$ cat config.mk
export PLATFORM = sky130hd
export DESIGN_NAME = escalonador_andares
export DESIGN_NICKNAME = d
export VERILOG_FILES = /design/src/rtl/escalonador_andares.sv
export SDC_FILE = /design/constraint.sdc
export NUM_CORES = 1
export LEC_CHECK = 0
export CELL_PAD_IN_SITES_DETAIL_PLACEMENT = 0
export CELL_PAD_IN_SITES_GLOBAL_PLACEMENT = 2
export CORE_ASPECT_RATIO = 1.75
export CORE_MARGIN = 1.5
export CORE_UTILIZATION = 33
export DETAILED_ROUTE_END_ITERATION = 16
export HOLD_SLACK_MARGIN = 0.02
export PLACE_DENSITY = 0.81
export SETUP_SLACK_MARGIN = 0.15
export SLEW_MARGIN = 20
export SYNTH_ARGS = -nofsm -noshare
export SYNTH_HDL_FRONTEND = slang
export SYNTH_SLANG_ARGS = --single-unit
$ cat constraint.sdc
create_clock -name clock -period 2.45 [get_ports clock]
set_clock_uncertainty 0.05 [all_clocks]
set_input_delay 0.3675 -clock clock [delete_from_list [all_inputs] [get_ports clock]]
set_output_delay 0.3675 -clock clock [all_outputs]
set_load 0.1 [all_outputs]
$ cat src/rtl/escalonador_andares.sv
// Elevator floor scheduler: debounces the floor sensor, latches call
// requests, serves them in SCAN order and faults on a stalled motor.
//
// state  | meaning
// -------+-----------------------------------------------------------
// PARADO | idle, waiting for a latched request
// DECIDE | one-cycle direction choice (keep dir, else reverse, else idle)
// SOBE   | motor up, watching for debounced floor changes
// DESCE  | motor down, watching for debounced floor changes
// PORTA  | door open for T_PORTA cycles at the served floor
// FALHA  | motion watchdog expired; held until reset
module escalonador_andares #(
    parameter int ESTAVEL = 3,
    parameter int T_PORTA = 50,
    parameter int T_MAX   = 1000
) (
    input  logic       clock,
    input  logic       reset,
    input  logic [1:0] andar_sensor,
    input  logic       sensor_valido,
    input  logic [3:0] pedido,
    output logic       motor_sobe,
    output logic       motor_desce,
    output logic       porta_aberta,
    output logic [1:0] andar_atual,
    output logic [3:0] pendentes,
    output logic       falha,
    output logic [2:0] estado_db
);

    localparam int CW = $clog2(ESTAVEL + 1);
    localparam int TW = $clog2(T_PORTA + 1);
    localparam int WW = $clog2(T_MAX + 1);

    typedef enum logic [2:0] {
        PARADO = 3'd0,
        DECIDE = 3'd1,
        SOBE   = 3'd2,
        DESCE  = 3'd3,
        PORTA  = 3'd4,
        FALHA  = 3'd5
    } estado_t;

    estado_t       state_q, state_d;
    logic          dir_q, dir_d;          // 0 = up, 1 = down
    logic [1:0]    andar_q, andar_d;
    logic [1:0]    cand_q, cand_d;
    logic [CW-1:0] cnt_q, cnt_d;
    logic [CW-1:0] run_len;
    logic [TW-1:0] tmr_q, tmr_d;
    logic [WW-1:0] wd_q, wd_d;
    logic [3:0]    pend_q, pend_d;
    logic          motor_sobe_q, motor_sobe_d;
    logic          motor_desce_q, motor_desce_d;
    logic          porta_q, porta_d;
    logic          falha_q, falha_d;

    logic          chg;                   // debounced floor change accepted this cycle
    logic [3:0]    sel_atual;             // one-hot of current floor
    logic [3:0]    sel_novo;              // one-hot of floor being accepted
    logic [3:0]    acima, abaixo;
    logic          req_acima, req_abaixo;
    logic [3:0]    clr_mask, absorb_mask;

    // Debounce: count consecutive valid strobes of one value that differs from the current floor
    always_comb begin
        cand_d  = cand_q;
        cnt_d   = cnt_q;
        andar_d = andar_q;
        chg     = 1'b0;
        run_len = CW'(1);
        if (sensor_valido) begin
            cand_d = andar_sensor;
            if (andar_sensor == andar_q) begin
                cnt_d = '0;
            end else begin
                run_len = (andar_sensor == cand_q && cnt_q != '0) ? cnt_q + CW'(1) : CW'(1);
                if (run_len >= CW'(ESTAVEL)) begin
                    chg     = 1'b1;
                    andar_d = andar_sensor;
                    cnt_d   = '0;
                end else begin
                    cnt_d = run_len;
                end
            end
        end
    end

    // Request masks relative to the current floor
    always_comb begin
        sel_atual  = 4'b0001 << andar_q;
        sel_novo   = 4'b0001 << andar_sensor;
        acima      = ~((sel_atual << 1) - 4'd1);
        abaixo     = sel_atual - 4'd1;
        req_acima  = |(pend_q & acima);
        req_abaixo = |(pend_q & abaixo);
    end

    // Next-state, timers, request clear/absorb and registered output values
    always_comb begin
        state_d     = state_q;
        dir_d       = dir_q;
        tmr_d       = tmr_q;
        wd_d        = wd_q;
        clr_mask    = 4'b0000;
        absorb_mask = 4'b0000;
        case (state_q)
            PARADO: begin
                if (|(pend_q & sel_atual)) begin
                    state_d  = PORTA;
                    clr_mask = sel_atual;
                    tmr_d    = TW'(T_PORTA - 1);
                end else if (|pend_q) begin
                    state_d = DECIDE;
                end
            end
            DECIDE: begin
                wd_d = '0;
                if (!dir_q) begin
                    if (req_acima) begin
                        state_d = SOBE;
                    end else if (req_abaixo) begin
                        dir_d   = 1'b1;
                        state_d = DESCE;
                    end else begin
                        state_d = PARADO;
                    end
                end else begin
                    if (req_abaixo) begin
                        state_d = DESCE;
                    end else if (req_acima) begin
                        dir_d   = 1'b0;
                        state_d = SOBE;
                    end else begin
                        state_d = PARADO;
                    end
                end
            end
            SOBE, DESCE: begin
                if (chg) begin
                    wd_d = '0;
                    if (|(pend_q & sel_novo)) begin
                        state_d  = PORTA;
                        clr_mask = sel_novo;
                        tmr_d    = TW'(T_PORTA - 1);
                    end else if ((state_q == SOBE && andar_sensor == 2'd3) ||
                                 (state_q == DESCE && andar_sensor == 2'd0)) begin
                        state_d = DECIDE;
                    end
                end else if (wd_q == WW'(T_MAX - 1)) begin
                    state_d = FALHA;
                end else begin
                    wd_d = wd_q + WW'(1);
                end
            end
            PORTA: begin
                absorb_mask = sel_atual;
                if (|(pedido & sel_atual)) begin
                    tmr_d = TW'(T_PORTA - 1);
                end else if (tmr_q == '0) begin
                    state_d = DECIDE;
                end else begin
                    tmr_d = tmr_q - TW'(1);
                end
            end
            FALHA: begin
                state_d = FALHA;
            end
            default: begin
                state_d = PARADO;
            end
        endcase

        pend_d        = (pend_q & ~clr_mask) | (pedido & ~absorb_mask);
        motor_sobe_d  = (state_d == SOBE);
        motor_desce_d = (state_d == DESCE);
        porta_d       = (state_d == PORTA);
        falha_d       = (state_d == FALHA);
    end

    // State and datapath registers with synchronous active-low reset
    always_ff @(posedge clock) begin
        if (!reset) begin
            state_q       <= PARADO;
            dir_q         <= 1'b0;
            andar_q       <= 2'd0;
            cand_q        <= 2'd0;
            cnt_q         <= '0;
            tmr_q         <= '0;
            wd_q          <= '0;
            pend_q        <= 4'b0000;
            motor_sobe_q  <= 1'b0;
            motor_desce_q <= 1'b0;
            porta_q       <= 1'b0;
            falha_q       <= 1'b0;
        end else begin
            state_q       <= state_d;
            dir_q         <= dir_d;
            andar_q       <= andar_d;
            cand_q        <= cand_d;
            cnt_q         <= cnt_d;
            tmr_q         <= tmr_d;
            wd_q          <= wd_d;
            pend_q        <= pend_d;
            motor_sobe_q  <= motor_sobe_d;
            motor_desce_q <= motor_desce_d;
            porta_q       <= porta_d;
            falha_q       <= falha_d;
        end
    end

    assign motor_sobe   = motor_sobe_q;
    assign motor_desce  = motor_desce_q;
    assign porta_aberta = porta_q;
    assign andar_atual  = andar_q;
    assign pendentes    = pend_q;
    assign falha        = falha_q;
    assign estado_db    = state_q;

endmodule

# After elaboration in Yosys (flattened, before gate mapping)
# Index checks and enable logic that the tools add are counted.
# totals
elab_cells	109
reg_bits	34
out_inout_bits	13
input_bits	9
# op_classes
shift	2
n_lt_le_gt_ge	1
mux	39
n_eq_ne	18
addsub	5
reduce_logical	20
n_bitwise	12
# op_table
op	n
6-bit 2-to-1 mux	5
4-bit bitwise AND	7
3-bit 2-to-1 mux	9
4-bit OR reduction	6
10-bit 2-to-1 mux	2
10-bit case mux with 2 select lines	1
6-bit case mux with 3 select lines	1
4-bit 2-to-1 mux	4
3-bit case mux with 5 select lines	1
2-bit 2-to-1 mux	7
3-bit by 2-bit equality test with 1-bit output, second input constant	4
3-bit equality test, second input constant	4
4-bit inverter	3
10-bit by 1-bit adder with 10-bit output, second input constant	1
10-bit equality test, second input constant	1
1-bit 2-to-1 mux	8
4-bit case mux with 2 select lines	1
1-bit by 2-bit << shifter with 4-bit output, first input constant	2
4-bit by 1-bit subtractor with 4-bit output, second input constant	2
6-bit zero test	1
2-bit != test, second input constant	3
3-bit != test, second input constant	2
6-bit by 1-bit subtractor with 6-bit output, second input constant	1
5-bit AND reduction	1
other kinds (16)	20

# Depth between registers and ports, before layout
# logic_depth
word_depth	12
mapped_depth	8
ltp_nobuf	8

# Worst setup path after synthesis
# Ideal clock, no wire load.
# synth_path
path_type	flip-flop to flip-flop
from	register andar_q[0] (netlist: andar_atual[0])
to	register tmr_q[2]
period_less_slack_ns	2.639
path_buffers	2
slack_ns	-0.189
setup_time_ns	0.070
required_ns	2.330
stages_incl_launch_ff	7
arrival_ns	2.519
cell_sequence	dfxtp_1 -> buf_6 -> mux4_2 -> or2_1 -> buf_6 -> or3_1 -> a21boi_1
# synth_between
elab_chain_len	5
elab_cells_between_ends	14
classes_between	eq/ne (4); shift (1); mux (4); bitwise (2); reduce/logical (3)
# synth_lines
element	line_no	rtl
start: declaration	46	logic [1:0] andar_q, andar_d;
start signal: assignment	199	andar_q <= andar_d;
1-bit by 2-bit << shifter with 4-bit output / 2-bit equality test (equally long branches)	91, 74	
4-bit bitwise AND, or another cell as far along	158	if (|(pedido & sel_atual)) begin
4-bit OR reduction, or another cell as far along	158	
3-bit != test (no line), or another cell as far along	-	
5-bit AND reduction (no line) / 6-bit case mux with 3 select lines (equally long branches)	-	
end signal: assignment	202	tmr_q <= tmr_d;
end: declaration	50	logic [TW-1:0] tmr_q, tmr_d;
# Several ways; a longest one is shown, not always the timed one.
# A chain may end at the register's enable or synchronous reset.

# Worst setup path in the final report
# layout_path
from	register wd_q[0]
to	register wd_q[4]
# layout_between
elab_chain_len	4
elab_cells_between_ends	7
classes_between	add/sub (1); eq/ne (2); mux (3); reduce/logical (1)
# layout_lines
element	line_no	rtl
start: declaration	51	logic [WW-1:0] wd_q, wd_d;
start signal: assignment	203	wd_q <= wd_d;
10-bit by 1-bit adder with 10-bit output	153	wd_d = wd_q + WW'(1);
10-bit 2-to-1 mux	150	end else if (wd_q == WW'(T_MAX - 1)) begin
10-bit 2-to-1 mux	140	if (chg) begin
10-bit case mux with 2 select lines	107	case (state_q)
# Several ways; a longest one is shown, not always the timed one. The select of a mux whose other input is x is not followed.

==> impl_metrics.yaml <==
synthesis:
  ys_seq_area_frac: 0.323
  synth-seq-cells: 34
  syn_area_um2: 2110
  netlist_instances: 269
  syn_area_per_cell_um2: 7.83
  synth_top_area_frac: 0.323
  synth_cell_type_count: 59
  yosysWarnings: 0
  yosys-top-cells-count: "dfxtp_1, nand2_1, nor2_1, o21ai_0, clkbuf_1"
  synth.area.top_cells: "dfxtp_1, nand2_1, o21ai_0"
  synth_top_area_cell: "dfxtp_1"
  synthFlopType: "dfxtp_1"
  synth_nets: 282
  async_flop_share: 0
  yosysMostFrequentCell: "dfxtp_1"
  synth-edff-count: 0
status:
  outcome: "finished clean"
sta:
  tightest_slew_ns: 0.493
  finalCritPeriodShare: 0.853
  drv_slew: 0
  slew_headroom: 0.669
  max_clock_freq_ghz: 0.478
  period_minus_slack_ns: 2.09
  fin_tns_setup_ns: 0
  setup_slack_ns: 0.359
  finalHoldViolations: 0
  rsz0062_at_grt: "false"
  finalSetupViolCount: 0
power_and_ir_drop:
  ir_worst_vdd_mv: 0.516
  powerDensity_nw_per_um2: 778
  p_leak_nw: 0.950
global_route:
  grt_max_degree: 19
  grt_overflow: 0
  track_usage: 0.173
  antenna_found_initial: 0
  grt_pass1_wl_mm: 9.31
  grt_pass1_vias: 1908
clocking:
  cts.clk_slew.worst_paths_ns: 0.08
  cts_hold_buf: 0
  cts_resized: 0
  cts_tree: "done"
  clk_latency_ns: 0.29
  cts_setup_buffers: 0
  cts-root-buf: "clkbuf_8"
  clockBufferDepth: 2
  cts_sinks: 34
  cts_buffers: 5
  cts_htree_levels: 2
floorplan:
  die_h_um: 109
  start_util: 0.341
  fp.coreArea_um2: 6180
  io_pins: 22
  fp.dieArea_um2: 6890
  die_w_um: 63.4
  rows: 38
placed_design:
  dp_slack_ns: -0.000106
  detailed_place.area_um2: 2440
  place_congestion: 0.802
  dp_hpwl_mm: 4.21
  dp.cells: 371
  io_buffers: 21
setup_path:
  cp-start-kind: "register"
  rrSetupSlack_ns: 0.36
  critical_path.slowest_cell: "or4_1"
  criticalPathCategory: "register to register"
  cp-end-kind: "register"
  critPathTopFamily: "simple AND/OR/NAND/NOR gates"
  path_cells: "ha_1, nand4_1, or4_1, a21oi_2, o21ai_2, a41oi_1, nor3b_1"
  arrival_ns: 2.23
  critPathRequiredTime_ns: 2.59
  worstPathMaxFanout: 7
  critPathMaxStageDelay_ns: 0.56
  path_buf_inv: 0
run:
  drv_cap: 0
finish:
  nets: 311
  area_growth_pct: 21.4
  layout-drive-gt1-share: 0.187
  postLayoutCellArea_um2: 2560
  finalNonFillerCells: 379
  n_fill_cell: 685
  diodes: 0
routing:
  num_vias: 1988
  wl_mm: 5.58
  final_antenna_net_count: 0
  drcViolationCount: 0
  drt-vias-per-instance: 5.25
  dr.pass1.iters: 4
  post_drt_wl_per_cell_um: 14.7
  drtIter0Drc: 42
hold_path:
  worstHoldPathType: "register to register"
## per-stage QoR
step / hold slack [ns] / util / total power (W)
4_1_cts: 0.433 / 0.413 / 0.00201
5_1_grt: 0.443 / 0.414 / 0.00211
6_report: 0.428 / 0.414 / 0.00199
3_5_place_dp: 0.421 / 0.395 / 0.00147
2_1_floorplan: 0.396 / - / 0.00124
3_3_place_gp: 0.414 / 0.395 / 0.00148
## worst register-to-register path: stages, from the launching register on
cell     delay (ns)
dfxtp_1        0.37
ha_1           0.26
nand4_1        0.11
or4_1          0.56
a21oi_2        0.20
o21ai_2        0.13
a41oi_1        0.24
nor3b_1        0.07
## report_power, final
| part | total, W | switching, W | internal (W) |
|---|---|---|---|
| Sequential | 0.000678 | 0.0000678 | 0.000610 |
| Clock | 0.000535 | 0.000232 | 0.000303 |
| Combinational | 0.000776 | 0.000521 | 0.000255 |
| Total | 0.00199 | 0.000821 | 0.00117 |
## cells in the final DEF (no fill, tap or decap), drive strengths merged, types with 3 or more instances in the layout
| cell | count |
|---|---|
| o31ai | 3 |
| inv | 10 |
| ha | 4 |
| a21oi | 12 |
| or3 | 5 |
| a21boi | 7 |
| nand2b | 5 |
| nor3 | 11 |
| o22ai | 4 |
| clkdlybuf4s50 | 7 |
| o21ai | 30 |
| nor2 | 19 |
| nand2 | 33 |
| clkbuf | 5 |
| o32ai | 3 |
| nand3 | 7 |
| and2 | 5 |
| nor3b | 4 |
| nor2b | 6 |
| buf | 31 |
| dfxtp | 34 |
| mux4 | 3 |
| a21o | 4 |
| mux2i | 3 |
| nor4 | 3 |
| o21a | 3 |
## flip-flops by register name, summed over array words and instances, names as in the netlist
signal	cells
falha	1
cnt_q	2
porta_aberta	1
estado_db	3
pendentes	4
cand_q	2
wd_q	10
motor_sobe	1
andar_atual	2
dir_q	1
tmr_q	6
motor_desce	1
## layer usage
layer	track usage	up-vias	part of all wire
met4	0.0792	0	0.026
li1	-	1027	-
met5	0	-	0
met2	0.320	19	0.53
met1	0.192	932	0.42
met3	0.0279	10	0.018
## cell families (layout without fill, tap and decap cells)
family                     after synthesis  after routing  share of synthesized area
AOI/OAI and AO/OA                       84             84                      0.264
xor gates and xnor gates                 4              4                     0.0166
adders and majority gates                4              4                     0.0238
buffers and inverters                   27             57                     0.0576
DFF                                     34             34                      0.323
muxes                                    6              6                     0.0463
and+or+nand+nor                        110            110                      0.268
## cell type report
class,instances,area [µm²],share of cell area
Clock inverter,3,45.0,0.0176
Tap cell,80,100,0.0392
Sequential cell,34,686,0.268
Clock buffer,5,68.8,0.0269
Timing Repair Buffer,39,315,0.123
Multi-Input combinational cell,208,1300,0.510
Inverter,10,37.5,0.0147
## path summary, 6_finish.rpt
path                            startpoint  endpoint  depth (start not counted)
worst max-delay path               wd_q[0]   wd_q[4]                          7
worst min-delay path               wd_q[1]   wd_q[1]                          2
worst max register to register     wd_q[0]   wd_q[4]                          7
worst min register to register     wd_q[1]   wd_q[1]                          2
Note: power is estimated with default switching activity, not from simulation.
